--- src/rtl/dm_port_arbiter.sv ---
`default_nettype none
// ============================================================================
//  Module   : dm_port_arbiter
//  Purpose  : Shares the single-port, word-wide data memory between the CPU
//             M-stage (port 0) and the DMA/debug master (port 1). Arbitrates
//             between the ports, sequences each access, and turns partial
//             (byte-enabled) writes into a read-modify-write because the
//             memory only accepts whole-word writes.
//  Ports    : clk, reset (synchronous, active-high)
//             m0_req/we/be/addr/wdata/pc -> m0_rdata/m0_ack   (CPU M-stage)
//             m1_req/we/be/addr/wdata    -> m1_rdata/m1_ack   (DMA/debug)
//             mem_addr/mem_wdata/mem_we  -> memory, mem_rdata <- memory
//             err  : pulses with ack for an out-of-range access
//             busy : high whenever an access is in flight
//  Options  : DM_ARB_WRITE_LOG_EN - print every memory write (simulation)
//  Revision : 1.0 - initial release
// ============================================================================
module dm_port_arbiter #(
    parameter int MEM_WORDS    = 3072,
    parameter int STARVE_LIMIT = 4
) (
    input  logic        clk,
    input  logic        reset,

    input  logic        m0_req,
    input  logic        m0_we,
    input  logic [3:0]  m0_be,
    input  logic [31:0] m0_addr,
    input  logic [31:0] m0_wdata,
    input  logic [31:0] m0_pc,
    output logic [31:0] m0_rdata,
    output logic        m0_ack,

    input  logic        m1_req,
    input  logic        m1_we,
    input  logic [3:0]  m1_be,
    input  logic [31:0] m1_addr,
    input  logic [31:0] m1_wdata,
    output logic [31:0] m1_rdata,
    output logic        m1_ack,

    output logic [11:0] mem_addr,
    output logic [31:0] mem_wdata,
    output logic        mem_we,
    input  logic [31:0] mem_rdata,

    output logic        err,
    output logic        busy
);

    // ------------------------------------------------------------------------
    // Constants
    // ------------------------------------------------------------------------
    localparam logic [1:0]  C_ST_IDLE      = 2'd0;
    localparam logic [1:0]  C_ST_ACCESS    = 2'd1;
    localparam logic [1:0]  C_ST_MERGE_WR  = 2'd2;
    localparam logic [1:0]  C_ST_DONE      = 2'd3;

    localparam logic [29:0] C_MEM_WORDS    = 30'(MEM_WORDS);
    localparam logic [3:0]  C_STARVE_LIMIT = 4'(STARVE_LIMIT);

    // ------------------------------------------------------------------------
    // State
    // ------------------------------------------------------------------------
    logic [1:0]  state_q,      state_d;
    logic        port_q,       port_d;      // 0: M-stage, 1: DMA/debug
    logic        we_q,         we_d;
    logic [3:0]  be_q,         be_d;
    logic [11:0] addr_q,       addr_d;      // word address into the memory
    logic        oor_q,        oor_d;       // access is out of range
    logic [31:0] wdata_q,      wdata_d;
    logic [31:0] rdata_q,      rdata_d;
    logic [31:0] merge_q,      merge_d;     // read-modify-write result
    logic [3:0]  starve_cnt_q, starve_cnt_d;

    // ------------------------------------------------------------------------
    // Arbitration and winner selection
    // ------------------------------------------------------------------------
    logic        w_any_req;
    logic        w_grant1;
    logic        w_granting;
    logic        w_sel_we;
    logic [3:0]  w_sel_be;
    logic [31:0] w_sel_addr;
    logic [31:0] w_sel_wdata;
    logic        w_sel_oor;

    assign w_any_req  = m0_req | m1_req;
    // Port 0 has priority unless port 1 has already waited out its budget.
    assign w_grant1   = m1_req & (~m0_req | (starve_cnt_q == C_STARVE_LIMIT));
    assign w_granting = (state_q == C_ST_IDLE) & w_any_req;

    assign w_sel_we    = w_grant1 ? m1_we    : m0_we;
    assign w_sel_be    = w_grant1 ? m1_be    : m0_be;
    assign w_sel_addr  = w_grant1 ? m1_addr  : m0_addr;
    assign w_sel_wdata = w_grant1 ? m1_wdata : m0_wdata;
    assign w_sel_oor   = (w_sel_addr[31:2] >= C_MEM_WORDS);

    // Byte-lane offset bits never reach the word-wide memory.
    logic w_unused_addr_lsbs;
    assign w_unused_addr_lsbs = ^w_sel_addr[1:0];

    // ------------------------------------------------------------------------
    // Byte classification of the latched request
    // ------------------------------------------------------------------------
    logic w_be_full;
    logic w_be_zero;
    logic w_be_partial;

    assign w_be_full    = (be_q == 4'hF);
    assign w_be_zero    = (be_q == 4'h0);
    assign w_be_partial = ~w_be_full & ~w_be_zero;

    // Enabled bytes come from the write data, the rest from the current word.
    logic [31:0] w_merged;

    for (genvar i = 0; i < 4; i++) begin : g_merge_byte
        assign w_merged[8*i +: 8] = be_q[i] ? wdata_q[8*i +: 8] : mem_rdata[8*i +: 8];
    end

    // ------------------------------------------------------------------------
    // Next-state logic
    // ------------------------------------------------------------------------
    always_comb begin
        state_d      = state_q;
        port_d       = port_q;
        we_d         = we_q;
        be_d         = be_q;
        addr_d       = addr_q;
        oor_d        = oor_q;
        wdata_d      = wdata_q;
        rdata_d      = rdata_q;
        merge_d      = merge_q;
        starve_cnt_d = starve_cnt_q;

        case (state_q)
            C_ST_IDLE: begin
                if (w_any_req) begin
                    port_d  = w_grant1;
                    we_d    = w_sel_we;
                    be_d    = w_sel_be;
                    addr_d  = w_sel_addr[13:2];
                    oor_d   = w_sel_oor;
                    wdata_d = w_sel_wdata;
                    state_d = C_ST_ACCESS;
                end
            end

            C_ST_ACCESS: begin
                // Writes and out-of-range reads return zero data.
                rdata_d = (~we_q & ~oor_q) ? mem_rdata : 32'h0;
                if (we_q & w_be_partial) begin
                    merge_d = w_merged;
                    state_d = C_ST_MERGE_WR;
                end else begin
                    state_d = C_ST_DONE;
                end
            end

            C_ST_MERGE_WR: begin
                state_d = C_ST_DONE;
            end

            C_ST_DONE: begin
                state_d = C_ST_IDLE;
            end

            default: begin
                state_d = C_ST_IDLE;
            end
        endcase

        // Counts back-to-back port-0 wins while port 1 is waiting; any gap in
        // the port-1 request restarts the budget.
        if (~m1_req) begin
            starve_cnt_d = 4'd0;
        end else if (w_granting) begin
            if (w_grant1) begin
                starve_cnt_d = 4'd0;
            end else if (starve_cnt_q != C_STARVE_LIMIT) begin
                starve_cnt_d = starve_cnt_q + 4'd1;
            end
        end
    end

    always_ff @(posedge clk) begin
        if (reset) begin
            state_q      <= C_ST_IDLE;
            port_q       <= 1'b0;
            we_q         <= 1'b0;
            be_q         <= 4'h0;
            addr_q       <= 12'h0;
            oor_q        <= 1'b0;
            wdata_q      <= 32'h0;
            rdata_q      <= 32'h0;
            merge_q      <= 32'h0;
            starve_cnt_q <= 4'd0;
        end else begin
            state_q      <= state_d;
            port_q       <= port_d;
            we_q         <= we_d;
            be_q         <= be_d;
            addr_q       <= addr_d;
            oor_q        <= oor_d;
            wdata_q      <= wdata_d;
            rdata_q      <= rdata_d;
            merge_q      <= merge_d;
            starve_cnt_q <= starve_cnt_d;
        end
    end

    // ------------------------------------------------------------------------
    // Outputs
    // ------------------------------------------------------------------------
    // Every output is held at zero while reset is high, so an access that is
    // cut short by reset can neither write memory nor complete.
    logic w_live;
    logic w_mem_phase;
    logic w_full_wr;
    logic w_done;

    assign w_live      = ~reset;
    assign w_mem_phase = (state_q == C_ST_ACCESS) | (state_q == C_ST_MERGE_WR);
    assign w_full_wr   = (state_q == C_ST_ACCESS) & we_q & w_be_full;
    assign w_done      = w_live & (state_q == C_ST_DONE);

    always_comb begin
        mem_addr  = 12'h0;
        mem_wdata = 32'h0;
        mem_we    = 1'b0;
        if (w_live & w_mem_phase) begin
            mem_addr = addr_q;
            if (w_full_wr) begin
                mem_wdata = wdata_q;
                mem_we    = ~oor_q;
            end else if (state_q == C_ST_MERGE_WR) begin
                mem_wdata = merge_q;
                mem_we    = ~oor_q;
            end
        end
    end

    assign busy     = w_live & (state_q != C_ST_IDLE);
    assign m0_ack   = w_done & ~port_q;
    assign m1_ack   = w_done &  port_q;
    assign err      = w_done & oor_q;
    assign m0_rdata = m0_ack ? rdata_q : 32'h0;
    assign m1_rdata = m1_ack ? rdata_q : 32'h0;

    // ------------------------------------------------------------------------
    // Optional write log
    // ------------------------------------------------------------------------
`ifdef DM_ARB_WRITE_LOG_EN
    logic [31:0] pc_q, pc_d;

    always_comb begin
        pc_d = pc_q;
        if (w_granting) begin
            pc_d = w_grant1 ? 32'h0 : m0_pc;
        end
    end

    always_ff @(posedge clk) begin
        if (reset) begin
            pc_q <= 32'h0;
        end else begin
            pc_q <= pc_d;
        end
    end

    always_ff @(posedge clk) begin
        if (mem_we) begin
            $display("%d@%h: *%h <= %h", $time, pc_q, {mem_addr, 2'b00}, mem_wdata);
        end
    end
`else
    // The issuing PC only feeds the write log.
    logic w_unused_pc;
    assign w_unused_pc = ^m0_pc;
`endif

endmodule
`default_nettype wire
--- config.mk ---
export PLATFORM = sky130hd
export DESIGN_NAME = dm_port_arbiter
export DESIGN_NICKNAME = d
export VERILOG_FILES = /design/src/rtl/dm_port_arbiter.sv
export SDC_FILE = /design/constraint.sdc
export NUM_CORES = 1
export LEC_CHECK = 0
export ABC_CLOCK_PERIOD_IN_PS = 1700
export BUFFER_PORTS_ARGS = -buffer_cell sky130_fd_sc_hd__buf_2
export CAP_MARGIN = 20
export CORE_MARGIN = 2
export CORE_UTILIZATION = 42
export CTS_CLUSTER_DIAMETER = 60
export DETAILED_ROUTE_END_ITERATION = 10
export MAX_ROUTING_LAYER = met4
export PLACE_DENSITY = 0.88
export SYNTH_ARGS = -nofsm -noshare
export SYNTH_HDL_FRONTEND = slang
export SYNTH_SLANG_ARGS = --single-unit
--- constraint.sdc ---
create_clock -name clk -period 1.7 [get_ports clk]
set_clock_uncertainty 0.1 [all_clocks]
set_input_delay 0.255 -clock clk [delete_from_list [all_inputs] [get_ports clk]]
set_output_delay 0.255 -clock clk [all_outputs]
set_load 0.02 [all_outputs]
==> qor.yml <==
run_status:
  status: "finished, violations left"
  violations: "negative setup slack"
cts:
  cts_tree: "yes"
  cts_num_sinks: 121
  cts_max_level: 4
  clk_latency_ns: 0.42
  clk_root_buffer_cell: "clkbuf_16"
  clkSlewWorstSetupHoldPaths_ns: 0.06
  clockBufferDepth: 2
  numCtsBuffers: 17
logic_synthesis:
  yosys_warnings: 0
  synth_nets: 1041
  synthCells: 829
  ys_seq_area_frac: 0.375
  synth-async-reset-ratio: 0
  synth-main-ff-cell: "dfxtp_1"
  syn_area_sq_um: 6470
  synth_seq_cells: 121
  syn_area_per_cell_sq_um: 7.80
  synth_cell_types: 36
  synth_edf_count: 0
critical_path:
  path_class: "reg2out"
  startpoint: "state_q[1]"
  critPathLaunchType: "flop"
  cp.required_ns: 1.34
  rrSetupSlack_ns: -0.35
  rr_endpoint: "wdata_q[8]"
  r2r-start: "starve_cnt_q[0]"
  worstPathArrival_ns: 1.91
  cpPeakStageDelay_ns: 0.34
  path_cells: "inv_4 > ha_4 > nand2_4 > nor2b_4 > buf_6 > clkbuf_16 > nand2_2 > a21oi_4 > buf_6"
  worst_setup_path_end_kind: "output pin"
  worstPathMaxFanout: 6
  cp_common_cell: "buf_6"
  r2r_cells: 8
  crit_slowest_cell: "dfxtp_2"
grt:
  first_global_vias: 7757
  grt_max_degree: 113
  grtUsageTotal: 0.314
  antenna_found_initial: 1
  grt_pass1_wl_um: 39100
  grt.overflow.total: 0
placed_design:
  place_congestion: 0.843
  dpl.hpwl_um: 15100
  port_buffers: 282
floorplanning:
  initial_core_util: 0.427
  die_h_um: 128
  die_x_um: 128
  ios: 319
  rows: 45
  coreArea_sq_um: 15100
  die_area_sq_um: 16400
worst_hold_path:
  hp-class: "in2reg"
  holdPathEnd: "wdata_q[26]"
  whs_path_depth: 3
  hp-start: "m0_wdata[26]"
timing:
  finalSetupViolCount: 225
  finalHoldViolations: 0
  period_share: 1.33
  rsz0062_at_grt: "true"
  worstMarginPinSlew_ns: 0.687
  relSlewSlack: 0.542
  whs_ns: 0.0143
  fin_crit_ns: 2.26
  drv_slew: 0
  worst_slack_ns: -0.564
  max_freq_mhz: 442
final_layout:
  multiInputGateArea_sq_um: 4960
  fillers: 841
  syn_to_final_growth_pct: 85.0
  drive_above_1_share: 0.518
  fin_util: 0.790
  final-seq-area_sq_um: 2430
  fin_nets: 1437
pwr:
  p_per_area_nw_per_um2: 1190
  cellLeakagePower_nw: 5.13
  max-vdd-ir-drop_mv: 0.883
drt:
  routedWlPerCell_um: 23.0
  drc: 0
  vias_per_cell: 6.02
  wirelength_um: 32800
  dr.pass1.iters: 6
  drt_iter0_markers: 799
  ant_nets: 0
  vias: 8586
run:
  cap_violations: 0
kinds of logic after synthesis:
family / synth area share
simple gates: 0.316
fa+ha+maj: 0.0116
xor+xnor: 0.00135
mux: 0.0526
compound gates: 0.188
flops: 0.375
buf+inv: 0.0559
worst max-delay path: cells and delay by family (launching register included):
family                   cells  cell delay [ns]
buffers and inverters        4             0.50
flip-flops                   1             0.34
AND/OR/NAND/NOR              3             0.29
AO/OA/AOI/OAI                1             0.18
adder cells (fa/ha/maj)      1             0.17
state kept, by name, summed over array words and instances (netlist names):
register,count
addr_q,12
starve_cnt_q,4
wdata_q,32
oor_q,1
rdata_q,32
state_q,2
be_q,4
port_q,1
merge_q,32
we_q,1
cell type report:
class	count	area share
diodes	1	0.000209
flip-flops and latches	121	0.203
inverters	7	0.00261
clock buffers	17	0.0356
repair buffers	449	0.310
well taps	188	0.0197
multi-input cells	629	0.414
clock inverters	15	0.0140
worst max-delay path by stage:
stage	end	slack (ns)
finish	mem_wdata[20]	-0.56
CTS	mem_wdata[20]	-0.53
global placement	mem_wdata[31]	-0.08
global route	mem_wdata[20]	-0.60
detailed placement	mem_wdata[20]	-0.15
floorplan	mem_wdata[10]	-0.06
per-stage QoR:
stage | worst slack, ns | cells | area [sq um] | power [W] | setup TNS (ns)
4_1_cts | -0.530 | 1393 | 10600 | 0.0129 | -51.73
6_report | -0.564 | 1427 | 12000 | 0.0142 | -60.41
3_5_place_dp | -0.155 | 1279 | 8770 | 0.00869 | -10.39
2_1_floorplan | -0.0617 | 829 | 6870 | 0.00699 | -1.74
3_3_place_gp | -0.0802 | 1279 | 8770 | 0.00851 | -4.84
5_1_grt | -0.603 | 1427 | 12000 | 0.0147 | -74.67
what timing repair did:
| action | CTS | global route |
|---|---|---|
| endpoints found under the hold margin | 58 | 1 |
| gates resized for setup | 135 | 209 |
| setup buffers | 3 | 16 |
| endpoints found under the setup margin | 226 | 227 |
| pin swaps | 29 | 112 |
| hold buffers | 76 | 1 |
| gates cloned | 3 | 17 |
power breakdown:
group / switching, W / total [W] / internal, W
Combinational: 0.00367 / 0.00637 / 0.00270
Clock: 0.00149 / 0.00368 / 0.00219
Sequential: 0.000617 / 0.00417 / 0.00355
cell usage in the layout, fill, tap and decap left out, drive strengths merged, types with 33 or more instances in the layout:
master / count
nand2: 136
a311oi: 50
nor2: 119
and2: 76
a211oi: 35
dlygate4sd3: 77
a21oi: 67
nor2b: 35
buf: 360
mux2i: 34
nand3: 33
dfxtp: 121
Yosys cell counts, types with 5 or more instances:
master | n | area share
a211oi_1 | 7 | 0.0081
and2_1 | 76 | 0.074
a311oi_1 | 50 | 0.068
a211oi_2 | 28 | 0.054
nand2_1 | 136 | 0.079
ha_1 | 6 | 0.012
nor3_1 | 5 | 0.0039
nor2_1 | 119 | 0.069
dfxtp_1 | 121 | 0.37
nor2b_1 | 35 | 0.034
mux2i_1 | 34 | 0.053
buf_2 | 25 | 0.019
a21oi_1 | 67 | 0.052
clkbuf_1 | 38 | 0.022
inv_1 | 7 | 0.0041
nor4_1 | 9 | 0.0087
nand3_1 | 33 | 0.026
routing by layer:
layer / GRT usage / wire length [um] / up-vias
li1: - / - / 3664
met1: 0.340 / 11500 / 4034
met2: 0.552 / 16300 / 681
met3: 0.0547 / 2840 / 207
met4: 0.162 / 2230 / 0
met5: - / 0 / -
Power figures use the tool's default switching activity.
